File: src/rtl/dc_router_pkg.sv
// Shared definitions for the DC router and its accelerator-side FIFOs.
// Holds the data-path word width, the FIFO geometry used by every
// accelerator buffer, and the instruction encodings the router decodes.
package dc_router_pkg;

  localparam int DC_DATA_W     = 128;
  localparam int DC_FIFO_DEPTH = 16;
  localparam int DC_FIFO_AW    = 4;

  typedef enum logic [1:0] {
    OP_NONE = 2'b00,
    OP_FFT  = 2'b01,
    OP_FIR  = 2'b10,
    OP_IIR  = 2'b11
  } dc_op_e;

endpackage

File: src/rtl/dc_fifo_mem.sv
// DEPTH x WIDTH register array with one write port and one registered
// read port.
//   clk_i      system clock, rising edge
//   reset_i    asynchronous active-high reset (clears the read register only)
//   wr_en_i    write strobe
//   wr_addr_i  write address
//   wr_data_i  write data
//   rd_en_i    read strobe; rd_data_o updates on the following edge
//   rd_addr_i  read address
//   rd_data_o  registered read data, held when no read is strobed
module dc_fifo_mem
  import dc_router_pkg::*;
#(
  parameter int WIDTH  = DC_DATA_W,
  parameter int DEPTH  = DC_FIFO_DEPTH,
  parameter int ADDR_W = DC_FIFO_AW
) (
  input  logic              clk_i,
  input  logic              reset_i,
  input  logic              wr_en_i,
  input  logic [ADDR_W-1:0] wr_addr_i,
  input  logic [WIDTH-1:0]  wr_data_i,
  input  logic              rd_en_i,
  input  logic [ADDR_W-1:0] rd_addr_i,
  output logic [WIDTH-1:0]  rd_data_o
);

  logic [WIDTH-1:0] mem_q [DEPTH];
  logic [WIDTH-1:0] rd_data_q;

  // Storage has no reset: contents are meaningless until written.
  always_ff @(posedge clk_i) begin
    if (wr_en_i) begin
      mem_q[wr_addr_i] <= wr_data_i;
    end
  end

  // Output register is cleared on reset so no stale word is ever presented.
  always_ff @(posedge clk_i or posedge reset_i) begin
    if (reset_i) begin
      rd_data_q <= '0;
    end else if (rd_en_i) begin
      rd_data_q <= mem_q[rd_addr_i];
    end
  end

  assign rd_data_o = rd_data_q;

endmodule

File: src/rtl/dc_acc_fifo.sv
// Responder end of the router's put/get FIFO handshake; one instance per
// direction per accelerator.
//   clk        system clock, rising edge
//   reset      asynchronous active-high reset
//   flush      synchronous clear between instructions (highest priority)
//   put_req    write request;  put_data sampled when accepted
//   get_req    read request;   get_data/get_valid appear one edge later
//   full/empty registered occupancy flags, level = occupancy 0..DEPTH
//   overflow   sticky: put attempted while full
//   underflow  sticky: get attempted while empty
module dc_acc_fifo
  import dc_router_pkg::*;
#(
  parameter int WIDTH  = DC_DATA_W,
  parameter int DEPTH  = DC_FIFO_DEPTH,
  parameter int ADDR_W = DC_FIFO_AW
) (
  input  logic              clk,
  input  logic              reset,
  input  logic              flush,
  input  logic              put_req,
  input  logic [WIDTH-1:0]  put_data,
  input  logic              get_req,
  output logic [WIDTH-1:0]  get_data,
  output logic              get_valid,
  output logic              full,
  output logic              empty,
  output logic [ADDR_W:0]   level,
  output logic              overflow,
  output logic              underflow
);

  localparam logic [ADDR_W:0] LEVEL_FULL = (ADDR_W + 1)'(DEPTH);

  logic [ADDR_W-1:0] wr_ptr_q, wr_ptr_d;
  logic [ADDR_W-1:0] rd_ptr_q, rd_ptr_d;
  logic [ADDR_W:0]   level_q, level_d;
  logic              full_q, full_d;
  logic              empty_q, empty_d;
  logic              ovf_q, ovf_d;
  logic              unf_q, unf_d;
  logic              valid_q, valid_d;
  logic              put_ok, get_ok;

  // Acceptance uses the registered flags, so a put into an empty FIFO can
  // never be read back in the same cycle.
  assign put_ok = put_req & ~full_q;
  assign get_ok = get_req & ~empty_q;

  always_comb begin
    wr_ptr_d = wr_ptr_q;
    rd_ptr_d = rd_ptr_q;
    level_d  = level_q;
    ovf_d    = ovf_q;
    unf_d    = unf_q;
    valid_d  = 1'b0;
    if (flush) begin
      wr_ptr_d = '0;
      rd_ptr_d = '0;
      level_d  = '0;
      ovf_d    = 1'b0;
      unf_d    = 1'b0;
    end else begin
      if (put_ok) begin
        wr_ptr_d = wr_ptr_q + 1'b1;
      end
      if (get_ok) begin
        rd_ptr_d = rd_ptr_q + 1'b1;
        valid_d  = 1'b1;
      end
      unique case ({put_ok, get_ok})
        2'b10:   level_d = level_q + 1'b1;
        2'b01:   level_d = level_q - 1'b1;
        default: level_d = level_q;
      endcase
      // The error flags record the attempt, even when the opposite
      // request in the same cycle is accepted.
      if (put_req && full_q) begin
        ovf_d = 1'b1;
      end
      if (get_req && empty_q) begin
        unf_d = 1'b1;
      end
    end
    full_d  = (level_d == LEVEL_FULL);
    empty_d = (level_d == '0);
  end

  always_ff @(posedge clk or posedge reset) begin
    if (reset) begin
      wr_ptr_q <= '0;
      rd_ptr_q <= '0;
      level_q  <= '0;
      full_q   <= 1'b0;
      empty_q  <= 1'b1;
      ovf_q    <= 1'b0;
      unf_q    <= 1'b0;
      valid_q  <= 1'b0;
    end else begin
      wr_ptr_q <= wr_ptr_d;
      rd_ptr_q <= rd_ptr_d;
      level_q  <= level_d;
      full_q   <= full_d;
      empty_q  <= empty_d;
      ovf_q    <= ovf_d;
      unf_q    <= unf_d;
      valid_q  <= valid_d;
    end
  end

  dc_fifo_mem #(
    .WIDTH  (WIDTH),
    .DEPTH  (DEPTH),
    .ADDR_W (ADDR_W)
  ) u_mem (
    .clk_i     (clk),
    .reset_i   (reset),
    .wr_en_i   (put_ok & ~flush),
    .wr_addr_i (wr_ptr_q),
    .wr_data_i (put_data),
    .rd_en_i   (get_ok & ~flush),
    .rd_addr_i (rd_ptr_q),
    .rd_data_o (get_data)
  );

  assign get_valid = valid_q;
  assign full      = full_q;
  assign empty     = empty_q;
  assign level     = level_q;
  assign overflow  = ovf_q;
  assign underflow = unf_q;

endmodule

File: config.mk
export PLATFORM = sky130hd
export DESIGN_NAME = dc_acc_fifo
export DESIGN_NICKNAME = d
export VERILOG_FILES = /design/src/rtl/dc_router_pkg.sv /design/src/rtl/dc_fifo_mem.sv /design/src/rtl/dc_acc_fifo.sv
export SDC_FILE = /design/constraint.sdc
export NUM_CORES = 2
export LEC_CHECK = 0
export CAP_MARGIN = 20
export CORE_MARGIN = 1
export CORE_UTILIZATION = 35
export CTS_CLUSTER_SIZE = 28
export DETAILED_ROUTE_END_ITERATION = 16
export PLACE_DENSITY = 0.48
export SLEW_MARGIN = 20
export SYNTH_ARGS = -nofsm -noshare
export SYNTH_HDL_FRONTEND = slang
export SYNTH_SLANG_ARGS = --single-unit
File: constraint.sdc
create_clock -name clk -period 4.3 [get_ports clk]
set_input_delay 0.645 -clock clk [delete_from_list [all_inputs] [get_ports clk]]
set_output_delay 0.645 -clock clk [all_outputs]
set_load 0.03 [all_outputs]
# Word level (Yosys, flattened, before mapping)
# Memories as Yosys holds them, arrays and structs flattened. A register that Yosys moved wholly into a read port is not among the register bits.
# Index checks and enable logic that the tools add are counted.
[op_classes]
mux = 14
add_sub_neg = 4
eq_ne = 3
n_bitwise = 7
n_reduce_logical = 7
[op_table]
columns = ["cell", "count"]
rows = [
  ["$mux 4", 4],
  ["$pmux 5 s2", 1],
  ["$add 4x1->4 const B", 2],
  ["$mux 1", 8],
  ["$reduce_bool 2->1", 4],
  ["$add 5x1->5 const B", 1],
  ["$eq 5x5->1 const B", 1],
  ["$logic_not 5->1", 1],
  ["$mux 5", 1],
  ["$sub 5x1->5 const B", 1],
  ["$and 1x1->1", 4],
  ["$not 1->1", 3],
  ["$eq 2x1->1 const B", 1],
  ["$eq 2x2->1 const B", 1],
  ["$logic_and 1x1->1", 2],
]
[totals]
ff_bits = 18
in_bits = 133
out_inout_bits = 138
mem_count = 1
ram_bits = 2048
[mem_list]
columns = ["name", "depth", "width", "read_ports", "rd_clocked_by_memory_dff", "wr", "line", "rtl"]
rows = [
  ["u_mem.mem_q", 16, 128, 1, 1, 1, "dc_fifo_mem.sv:28", "logic [WIDTH-1:0] mem_q [DEPTH];"],
]

# Longest topological paths before layout
[depth]
depth_word = 6
depth_mapped = 10
mapped_depth_nobuf = 9

# Cells and area by module
# From an unflattened synthesis, not the netlist that was laid out.
[unflattened]
hier_cells = 3908
hier_area_um2 = 82700.6
[by_module_without_submodules]
columns = ["module", "cells_per_inst", "area_each_um2", "seq_area_each_um2", "instances"]
rows = [
  ["dc_fifo_mem", 3815, 81689.6, 64702.1, 1],
  ["dc_acc_fifo", 93, 1011.0, 451.7, 1],
]

# Least setup slack after synthesis
# OpenSTA, ideal clock, no wires.
[synth_path]
path_kind = "input port to flip-flop"
start = "input put_req"
end = "memory u_mem.mem_q[8][0] (netlist name), enable pin"
cell_stages = 5
t_arrival_ns = 4.354
path_slack_ns = -0.556
path_cell_list = "nor2b_2 -> buf_6 -> inv_2 -> nor4b_1 -> and2_1"
[synth_between]
elab_chain_cells = 4
[synth_rtl]
columns = ["item", "line", "rtl"]
rows = [
  ["start, declared", "dc_acc_fifo.sv:21", "input logic put_req,"],
  ["$and 1x1->1", "dc_acc_fifo.sv:47", "assign put_ok = put_req & ~full_q;"],
  ["$and 1x1->1", "dc_acc_fifo.sv:118", ".wr_en_i (put_ok & ~flush),"],
  ["$mux 1", "dc_fifo_mem.sv:33", "if (wr_en_i) begin"],
  ["$mux 1 (not written as such)", "dc_fifo_mem.sv:34", "mem_q[wr_addr_i] <= wr_data_i;"],
  ["end, declared", "dc_fifo_mem.sv:28", ""],
]
# No other way between the ends.

# Worst setup path in the final report
[layout_path]
start = "input put_req"
end = "memory u_mem.mem_q[10][20] (netlist name), enable pin"
# Same word-level chain as after synthesis.

==> impl_metrics.csv <==
group,metric,value,unit
place,place_inst,6990,
place,io_buffer_count,270,
critical_path,path_class,"input port to register",
yosys,postSynthAreaPerCell,22.8,um^2
yosys,yosysMostFrequentCell,"edfxtp_1",
flow_run,maxCapViolCount,0,
grt,grt_pass1_wl,296000,um
hold_path,hold_class,"input port to async pin",
final_layout,finish.utilization,0.416,
critical_path,critPathCapture,"u_mem.mem_q[10][20]",
detailed_routing,via_per_inst,5.10,
yosys,synthTopCellsByCount,"2048 x edfxtp_1, 512 x mux4_2, 260 x mux2i_1",
detailed_routing,first_iter_violations,2709,
die,io_pins,271,
sta,tightest_slew,1.04,ns
die,core_area,235000,um^2
critical_path,r2r_setup_slack,1.37,ns
final_layout,stdcell_area,97700,um^2
die,fp.dieH,488,um
critical_path,reg2reg_from,"full",
yosys,yosysTopAreaCellShare,0.744,
sta,finalSetupTns,0,ns
grt,grtUsageTotal,0.173,
yosys,synthTopCellsByArea,"edfxtp_1 74%, mux4_2 14%, dfrtp_1 4.4%",
yosys,yosys_warnings,0,
yosys,synth_cell_types,41,
sta,clock.fmax,0.336,GHz
detailed_routing,postRouteAntennaNets,0,
critical_path,cp_max_fo,29,
place,place_congestion,0.707,
place,post_dp_cell_area,90300,um^2
critical_path,worstSetupStartpoint,"put_req",
final_layout,fin_nets,4208,
yosys,synth_area_leader_cell,"edfxtp_1",
clock_network,cts_made_buffers,226,
clock_network,cts_tree,"built",
power_and_ir_drop,power.density,532,nW/um^2
detailed_routing,routed_wl,205000,um
critical_path,crit_arrival,3.47,ns
critical_path,worstPathRequired,4.79,ns
grt,gr-total-overflow,0,
grt,antenna_found_initial,30,
power_and_ir_drop,worst_ir_drop_vdd,0.000390,V
clock_network,clk_path_buf_depth,3,
clock_network,clockRootBuffer,"clkbuf_16",
sta,rsz0062_at_grt,"false",
sta,timing.final.crit_period,2.98,ns
detailed_routing,route.detailed.wl_per_inst,27.6,um
critical_path,reg2reg_to,"u_mem.mem_q[10][20]",
grt,grt_pass1_vias,40300,
clock_network,cts_max_level,4,
critical_path,reg2reg_depth,5,
final_layout,fin_cells,7422,
sta,setup_violations,0,
sta,period_share,0.693,
power_and_ir_drop,power.leakage,0.0298,uW
clock_network,ctsHoldBuffers,0,
sta,final_hold_viol_count,0,
die,rows,178,
yosys,synthCells,3633,
yosys,synthArstFlopShare,0.0665,
yosys,syn-num-nets,3773,
final_layout,area_growth,18.1,%
yosys,syn_area,82700,um^2
die,die_x,488,um
sta,drv_slew,0,
yosys,yosys_most_used_dff,"edfxtp_1",
final_layout,drive_gt1_frac,0.235,
critical_path,endpoint_kind,"register",
clock_network,postCtsSetupBuffers,0,
detailed_routing,drc_errors,0,
detailed_routing,firstDrtPassIters,7,
clock_network,path_clk_slew,0.06,ns
clock_network,cts_resized,0,
critical_path,cp-start-kind,"input port",
grt,grt_start_max_net_pins,82,
yosys,synth-edff-count,2048,
sta,fin_skew,0.0697,ns
die,start_util,0.352,
yosys,synth_seq_cells,2194,
die,die_area,238000,um^2
status,status,"completed",
place,dp_hpwl,115000,um
detailed_routing,via_count,37800,
clock_network,cts_sinks,2194,
clock_network,clock_latency,0.88,ns
yosys,yosysSeqAreaShare,0.788,
sta,max_slew_margin,0.307,
-- cell type report --
cell class / instances / area, um^2
repair buffers: 396 / 4560
fillers: 20400 / 137000
flip-flops and latches: 2194 / 65200
multi-input cells: 1244 / 16600
inverters: 6 / 26.3
well taps: 3150 / 3940
clock buffers: 305 / 6170
clock inverters: 121 / 1250
diodes: 6 / 15.0
-- cells by family after synthesis --
kind of cell	count (synthesis)	synth area share
fa+ha+maj	7	0.00106
mux	773	0.171
flops	2194	0.788
buf+inv	195	0.0127
xor+xnor	8	0.000847
simple gates	189	0.0103
compound gates	267	0.0163
-- metal layers --
layer / up-vias / wire length [um] / GRT usage / part of all wire
li1: 16100 / - / - / -
met1: 20700 / 90800 / 0.238 / 0.44
met2: 802 / 101000 / 0.285 / 0.49
met3: 300 / 9490 / 0.0312 / 0.046
met4: 20 / 3970 / 0.0386 / 0.019
met5: - / 113 / 0 / 0.00055
-- registers in the layout, summed over array words and instances, names as in the netlist --
name and flops:
empty 1, full 1, get_valid 1, level 5
overflow 1, rd_ptr_q 4, u_mem.mem_q 2048, u_mem.rd_data_o 128
underflow 1, wr_ptr_q 4
-- power by group --
part           switching [uW]  total, uW  internal (uW)
registers                 812      24900          24100
logic                    4130       7730           3600
clock network            8350      19400          11000
-- how the worst min path moves through the flow --
stage / from / end / slack, ns / cells after the start
6_report: reset / u_mem.rd_data_o[97] / 0.36 / 2
5_1_grt: reset / u_mem.rd_data_o[106] / 0.37 / 2
4_1_cts: reset / u_mem.rd_data_o[98] / 0.32 / 2
3_5_place_dp: u_mem.rd_data_o[0] / u_mem.rd_data_o[0] / 0.49 / 2
3_3_place_gp: u_mem.rd_data_o[88] / u_mem.rd_data_o[88] / 0.48 / 2
2_1_floorplan: rd_ptr_q[2] / rd_ptr_q[2] / 0.54 / 2
-- worst max-delay path, cell delays in order --
cell and delay (ns):
clkdlybuf4s50_1 0.65, nor2b_2 0.40, inv_2 0.16, nor4b_1 0.62
and2_4 0.62, buf_12 0.32
-- stage by stage --
stage / worst slack, ns / power [uW] / hold slack, ns
6_report: 1.32 / 52000 / 0.357
5_1_grt: 1.18 / 54000 / 0.370
4_1_cts: 1.33 / 52900 / 0.324
3_5_place_dp: 0.508 / 33400 / 0.491
3_3_place_gp: 0.510 / 33300 / 0.478
2_1_floorplan: 0.851 / 30100 / 0.540
-- cell usage in the layout (no fill, tap or decap), types with 41 or more instances in the layout --
cell type,n
clkdlybuf4s50_1,270
mux4_2,512
o21ai_1,128
nor2_1,142
buf_12,73
mux2i_1,260
edfxtp_1,2048
buf_4,53
a21oi_1,135
clkbuf_16,226
dfrtp_1,142
clkinv_2,41
clkbuf_1,57
Power figures use the tool's default switching activity.
